**src/rtl/fifo_wr_arbiter_if.sv**
```systemverilog
// Write-side bundle between NUM_REQ producers, the burst arbiter and the FIFO write port.
// master: arbiter view; slave: requester/FIFO environment view.
interface fifo_wr_arbiter_if #(
  parameter int NUM_REQ    = 4,
  parameter int DATA_WIDTH = 8,
  parameter int IDX_WIDTH  = 2
);
  logic [NUM_REQ-1:0]            req_valid;
  logic [NUM_REQ*DATA_WIDTH-1:0] req_data;
  logic [NUM_REQ-1:0]            req_ready;
  logic                          full;
  logic                          w_en;
  logic [DATA_WIDTH-1:0]         fifo_wdata;
  logic                          grant_valid;
  logic [IDX_WIDTH-1:0]          grant_id;

  modport master (
    input  req_valid, req_data, full,
    output req_ready, w_en, fifo_wdata, grant_valid, grant_id
  );

  modport slave (
    output req_valid, req_data, full,
    input  req_ready, w_en, fifo_wdata, grant_valid, grant_id
  );
endinterface

```
**src/rtl/fifo_wr_arbiter.sv**
```systemverilog
// Round-robin burst arbiter feeding the async FIFO write port from NUM_REQ producers.
// One IDLE cycle arbitrates, then the winner owns the port for up to MAX_BURST beats.
module fifo_wr_arbiter #(
  parameter int NUM_REQ    = 4,
  parameter int DATA_WIDTH = 8,
  parameter int MAX_BURST  = 4,
  parameter int IDX_WIDTH  = 2,
  parameter int CNT_WIDTH  = 3
) (
  input  logic               wclk,
  input  logic               wrst_n,
  fifo_wr_arbiter_if.master  bus
);

  typedef enum logic {IDLE = 1'b0, BURST = 1'b1} state_e;

  state_e                             state_q, state_d;
  logic [IDX_WIDTH-1:0]               gid_q, gid_d;
  logic [IDX_WIDTH-1:0]               rr_q, rr_d;
  logic                               gv_q, gv_d;
  logic [CNT_WIDTH-1:0]               cnt_q, cnt_d;

  logic [NUM_REQ-1:0][DATA_WIDTH-1:0] data_arr;
  logic [IDX_WIDTH-1:0]               winner;
  logic [IDX_WIDTH-1:0]               gid_inc;
  logic                               any_req;
  logic                               gnt_vld;
  logic                               beat;
  logic                               last_beat;

  assign data_arr  = bus.req_data;
  assign gnt_vld   = bus.req_valid[gid_q];
  assign beat      = (state_q == BURST) & gnt_vld & ~bus.full;
  assign last_beat = beat & (cnt_q == CNT_WIDTH'(MAX_BURST-1));
  assign gid_inc   = (gid_q == IDX_WIDTH'(NUM_REQ-1)) ? '0 : gid_q + IDX_WIDTH'(1);

  // Scan downward in offset so the nearest valid bit at or above rr_q wins last.
  always_comb begin
    int                   j;
    logic [IDX_WIDTH-1:0] jx;
    winner  = rr_q;
    any_req = 1'b0;
    j       = 0;
    jx      = '0;
    for (int k = NUM_REQ-1; k >= 0; k--) begin
      j = int'(rr_q) + k;
      if (j >= NUM_REQ) j = j - NUM_REQ;
      jx = IDX_WIDTH'(j);
      if (bus.req_valid[jx]) begin
        winner  = jx;
        any_req = 1'b1;
      end
    end
  end

  always_ff @(posedge wclk or negedge wrst_n) begin
    if (!wrst_n) begin
      state_q <= IDLE;
      gid_q   <= '0;
      rr_q    <= '0;
      gv_q    <= 1'b0;
      cnt_q   <= '0;
    end else begin
      state_q <= state_d;
      gid_q   <= gid_d;
      rr_q    <= rr_d;
      gv_q    <= gv_d;
      cnt_q   <= cnt_d;
    end
  end

  always_comb begin
    state_d = state_q;
    gid_d   = gid_q;
    rr_d    = rr_q;
    gv_d    = gv_q;
    cnt_d   = cnt_q;
    case (state_q)
      IDLE: begin
        if (any_req) begin
          state_d = BURST;
          gid_d   = winner;
          gv_d    = 1'b1;
          cnt_d   = '0;
        end
      end
      BURST: begin
        if (beat) cnt_d = cnt_q + CNT_WIDTH'(1);
        // A full stall leaves everything frozen; only a drop or the final beat closes the burst.
        if (!gnt_vld || last_beat) begin
          state_d = IDLE;
          gv_d    = 1'b0;
          rr_d    = gid_inc;
        end
      end
      default: state_d = IDLE;
    endcase
  end

  always_comb begin
    bus.req_ready   = '0;
    bus.w_en        = 1'b0;
    bus.fifo_wdata  = data_arr[gid_q];
    bus.grant_valid = gv_q;
    bus.grant_id    = gid_q;
    if (state_q == BURST) begin
      bus.req_ready[gid_q] = ~bus.full;
      bus.w_en             = beat;
    end
  end

endmodule

```
**src/flat_wrapper.sv**
```systemverilog
// flat-port wrapper written by rule: the top's interface ports become plain ports
module fifo_wr_arbiter_flat 
#(
  parameter int NUM_REQ    = 4,
  parameter int DATA_WIDTH = 8,
  parameter int MAX_BURST  = 4,
  parameter int IDX_WIDTH  = 2,
  parameter int CNT_WIDTH  = 3
)
  (wclk, wrst_n, bus_req_valid, bus_req_data, bus_full, bus_req_ready, bus_w_en, bus_fifo_wdata, bus_grant_valid, bus_grant_id);
  fifo_wr_arbiter_if #(.NUM_REQ(NUM_REQ), .DATA_WIDTH(DATA_WIDTH), .IDX_WIDTH(IDX_WIDTH)) bus_i ();
  input  logic wclk;
  input  logic wrst_n;
  input wire logic [$bits(bus_i.req_valid)-1:0] bus_req_valid;
  input wire logic [$bits(bus_i.req_data)-1:0] bus_req_data;
  input wire logic [$bits(bus_i.full)-1:0] bus_full;
  output wire logic [$bits(bus_i.req_ready)-1:0] bus_req_ready;
  output wire logic [$bits(bus_i.w_en)-1:0] bus_w_en;
  output wire logic [$bits(bus_i.fifo_wdata)-1:0] bus_fifo_wdata;
  output wire logic [$bits(bus_i.grant_valid)-1:0] bus_grant_valid;
  output wire logic [$bits(bus_i.grant_id)-1:0] bus_grant_id;
  assign bus_i.req_valid = bus_req_valid;
  assign bus_i.req_data = bus_req_data;
  assign bus_i.full = bus_full;
  assign bus_req_ready = bus_i.req_ready;
  assign bus_w_en = bus_i.w_en;
  assign bus_fifo_wdata = bus_i.fifo_wdata;
  assign bus_grant_valid = bus_i.grant_valid;
  assign bus_grant_id = bus_i.grant_id;
  fifo_wr_arbiter #(.NUM_REQ(NUM_REQ), .DATA_WIDTH(DATA_WIDTH), .MAX_BURST(MAX_BURST), .IDX_WIDTH(IDX_WIDTH), .CNT_WIDTH(CNT_WIDTH)) u_core (.wclk(wclk), .wrst_n(wrst_n), .bus(bus_i));
endmodule
```
**config.mk**
```make
export PLATFORM = sky130hd
export DESIGN_NAME = fifo_wr_arbiter_flat
export DESIGN_NICKNAME = d
export VERILOG_FILES = /design/src/rtl/fifo_wr_arbiter_if.sv /design/src/rtl/fifo_wr_arbiter.sv /design/src/flat_wrapper.sv
export SDC_FILE = /design/constraint.sdc
export NUM_CORES = 1
export LEC_CHECK = 0
export CAP_MARGIN = 20
export CORE_UTILIZATION = 35
export CTS_BUF_LIST = sky130_fd_sc_hd__clkbuf_4 sky130_fd_sc_hd__clkbuf_8 sky130_fd_sc_hd__clkbuf_16
export CTS_CLUSTER_DIAMETER = 60
export DETAILED_ROUTE_END_ITERATION = 10
export GPL_ROUTABILITY_DRIVEN = 0
export PLACE_DENSITY = 0.81
export SETUP_SLACK_MARGIN = 0.3
export SYNTH_ARGS = -nofsm -noshare
export SYNTH_HDL_FRONTEND = slang
export SYNTH_SLANG_ARGS = --single-unit
```
**constraint.sdc**
```tcl
create_clock -name wclk -period 1.95 [get_ports wclk]
set_clock_uncertainty 0.05 [all_clocks]
set_input_delay 0.39 -clock wclk [delete_from_list [all_inputs] [get_ports wclk]]
set_output_delay 0.39 -clock wclk [all_outputs]
set_load 0.01 [all_outputs]
```
==> impl_metrics.py <==
metrics = {
    "outcome": {
        "status": "finished with violations",
        "violations": "negative setup slack",
    },
    "timing": {
        "drv_slew": 0,
        "fin_ws_ns": -0.0144,
        "grt_setup_unrepaired": "true",
        "hold_viol_final": 0,
        "finalCritPeriodShare_pct": 101,
        "fin_tns_setup_ns": -0.0272,
        "period_minus_slack_ns": 1.96,
        "fmax_mhz": 509,
        "setup_viol": 3,
        "worst_pin_slew_ns": 0.458,
        "max_slew_margin_pct": 69.4,
    },
    "cts": {
        "ctsRootBufferMaster": "clkbuf_4",
        "clockBufferDepth": 2,
        "cts_hold_buf": 0,
        "cts_buffers": 3,
        "clkLatencyLatePin_ns": 0.27,
        "clk_pin_slew_ns": 0.07,
        "cts_tree": "built",
        "cts.sinks": 9,
        "htree_levels": 1,
    },
    "detailed_routing": {
        "vias_per_cell": 5.59,
        "drc": 0,
        "first_pass_iters": 4,
        "totalWireLength_um": 3750,
        "vias": 1006,
        "drt_iter0_drc": 11,
        "wire_per_inst_um": 20.8,
        "ant_nets": 0,
    },
    "synth": {
        "ys_seq_area_share_pct": 27.8,
        "netlist_area_sq_um": 811,
        "synth_cells": 73,
        "synth_area_leaders": "dfrtp_1, mux4_2, ha_1",
        "synth.top_cell.area_share_pct": 27.8,
        "ys_warn_count": 0,
        "avgSynthCellArea_sq_um": 11.1,
        "ys_ff_latch": 9,
        "synth_cell_types": 31,
        "yosysTopAreaCell": "dfrtp_1",
        "synth_nets": 118,
    },
    "setup_path": {
        "required_ns": 1.51,
        "start_kind": "register",
        "cp_max_fo": 4,
        "critPathArrivalTime_ns": 1.52,
        "critPathKind": "register to output port",
        "r2r-start": "u_core.bus.grant_id[1]",
        "cp-end-kind": "output port",
        "startpoint": "u_core.bus.grant_id[0]",
    },
    "die": {
        "die_h_um": 50.1,
        "rows": 17,
        "dieArea_sq_mm": 0.00251,
        "fp.dieW_um": 50.1,
        "start_util_pct": 37.0,
        "fp.coreArea_sq_mm": 0.00219,
        "ios": 55,
    },
    "finish": {
        "final_area_sq_mm": 0.00176,
        "nets": 198,
        "n_antenna_cell": 0,
        "area_growth_pct": 117,
        "multi_input_area_sq_um": 636,
        "seq_area_sq_um": 228,
        "n_fill_cell": 114,
        "drive_above_1_share_pct": 46.1,
        "final_cells": 180,
        "fin_util_pct": 80.4,
    },
    "grt": {
        "grt_pass1_vias": 1081,
        "grt.total_usage_pct": 30.7,
        "grt_pass1_wl_um": 5510,
        "grt_overflow": 0,
        "antenna_found_initial": 0,
        "grt_start_max_net_pins": 10,
    },
    "placement": {
        "placed_cell_area_sq_mm": 0.00149,
        "dp_hpwl_um": 2200,
        "io_buffers": 54,
        "place_inst": 166,
    },
    "hold_path": {
        "hp-class": "input port to asynchronous set/reset pin",
    },
    "job": {
        "maxCapViolCount": 0,
    },
    "power": {
        "powerDensity_mw_per_mm2": 1340,
        "p_total_mw": 2.36,
        "ir_worst_vdd_mv": 0.835,
        "power_leakage_nw": 0.770,
    },
}
## cells in the final DEF (no fill, tap or decap), types with 2 or more instances in the layout
master,n
a211o_1,2
a21oi_1,3
and2_4,5
buf_12,2
buf_4,15
buf_6,18
clkbuf_4,4
clkdlybuf4s50_1,33
dfrtp_1,7
dfrtp_2,2
dlygate4sd2_1,5
ha_1,2
ha_4,4
inv_1,3
mux2_4,2
mux2i_1,2
mux4_2,9
nand2_1,3
nand3_1,3
nor2_1,2
o21ai_0,3
## final cells by class
| type | instances | share of cell area, % |
|---|---|---|
| multi-input cells | 57 | 36.1 |
| clock buffers | 4 | 1.70 |
| well taps | 28 | 1.99 |
| repair buffers | 77 | 45.7 |
| flip-flops and latches | 9 | 12.9 |
| inverters | 5 | 1.63 |
## final timing paths
| check | endpoint | slack [ns] | cells past startpoint |
|---|---|---|---|
| max | bus_fifo_wdata[7] | -0.01 | 3 |
| min | u_core.rr_q[0] | 0.38 | 1 |
| max reg2reg | u_core.rr_q[0] | 0.08 | 5 |
| min reg2reg | u_core.bus.grant_valid | 0.48 | 2 |
| max in group asynchronous | u_core.bus.grant_id[0] | 1.12 | 1 |
| min in group wclk | u_core.bus.grant_valid | 0.48 | 2 |
## per-layer routing
| layer | GRT usage (%) | wire, um | vias up |
|---|---|---|---|
| met5 | 0 | 0 | - |
| met4 | 17.6 | 127 | 0 |
| met1 | 34.3 | 1400 | 491 |
| met3 | 6.36 | 333 | 13 |
| met2 | 53.3 | 1890 | 61 |
| li1 | - | - | 441 |
## where the power goes
group | internal, mW | switching (mW) | leakage [nW]
Clock | 0.0930 | 0.0707 | 0.0184
Combinational | 1.10 | 0.718 | 0.644
Sequential | 0.275 | 0.102 | 0.108
Total | 1.47 | 0.890 | 0.770
## synthesized netlist by cell type
library cell and n:
nand2b_2 1, and2_1 5, nand2_1 3, buf_2 1, or4_1 1, and2_4 1
o21ai_0 3, mux2i_1 2, nand3_1 3, a21oi_2 1, a31oi_1 1, o211ai_1 1
a211o_1 2, dfrtp_1 9, o22ai_1 1, a21oi_1 3, nor2_1 2, inv_1 5
nand4_1 1, mux4_2 9, clkbuf_1 1, ha_1 6, nor3b_1 1, and3_1 1
nand2b_1 1, nor4_1 1, nor2b_1 2, nor3_1 1, mux2_1 2, a31o_1 1
o31ai_2 1
## critical path: stages, from the launching register on
cell and delay, ns:
dfrtp_2 0.43, clkbuf_16 0.17, mux4_2 0.51, buf_6 0.14
## stage by stage
step	setup slack [ns]	hold WS, ns
after floorplan	0.297	0.0444
after global placement	-0.446	0.474
after detailed placement	-0.464	0.476
after CTS	-0.00918	0.383
after global routing	-0.0391	0.415
final	-0.0144	0.383
## flip-flops by register name (all words and copies together), names as in the netlist
name	flops
u_core.bus.grant_id	2
u_core.bus.grant_valid	1
u_core.state_q	1
u_core.rr_q	2
u_core.cnt_q	3
## timing repair
action / 4_1_cts / 5_1_grt
setup endpoints to repair: 19 / 18
resized for setup: 98 / 11
pin swaps: 4 / 3
endpoints found under the hold margin: 0 / 0
cloned: 2 / 0
setup buffers: 5 / 3
## logic make-up (layout without fill, tap and decap cells)
kind of cell | count (synthesis) | count (layout) | share of synthesized area, %
adders and majority gates | 6 | 6 | 9.26
DFF | 9 | 9 | 27.8
and+or+nand+nor | 24 | 24 | 17.3
muxes | 13 | 13 | 30.2
AOI/OAI and AO/OA | 14 | 14 | 12.0
buffers and inverters | 7 | 86 | 3.39
No activity file was read; power rests on OpenSTA's default activity.
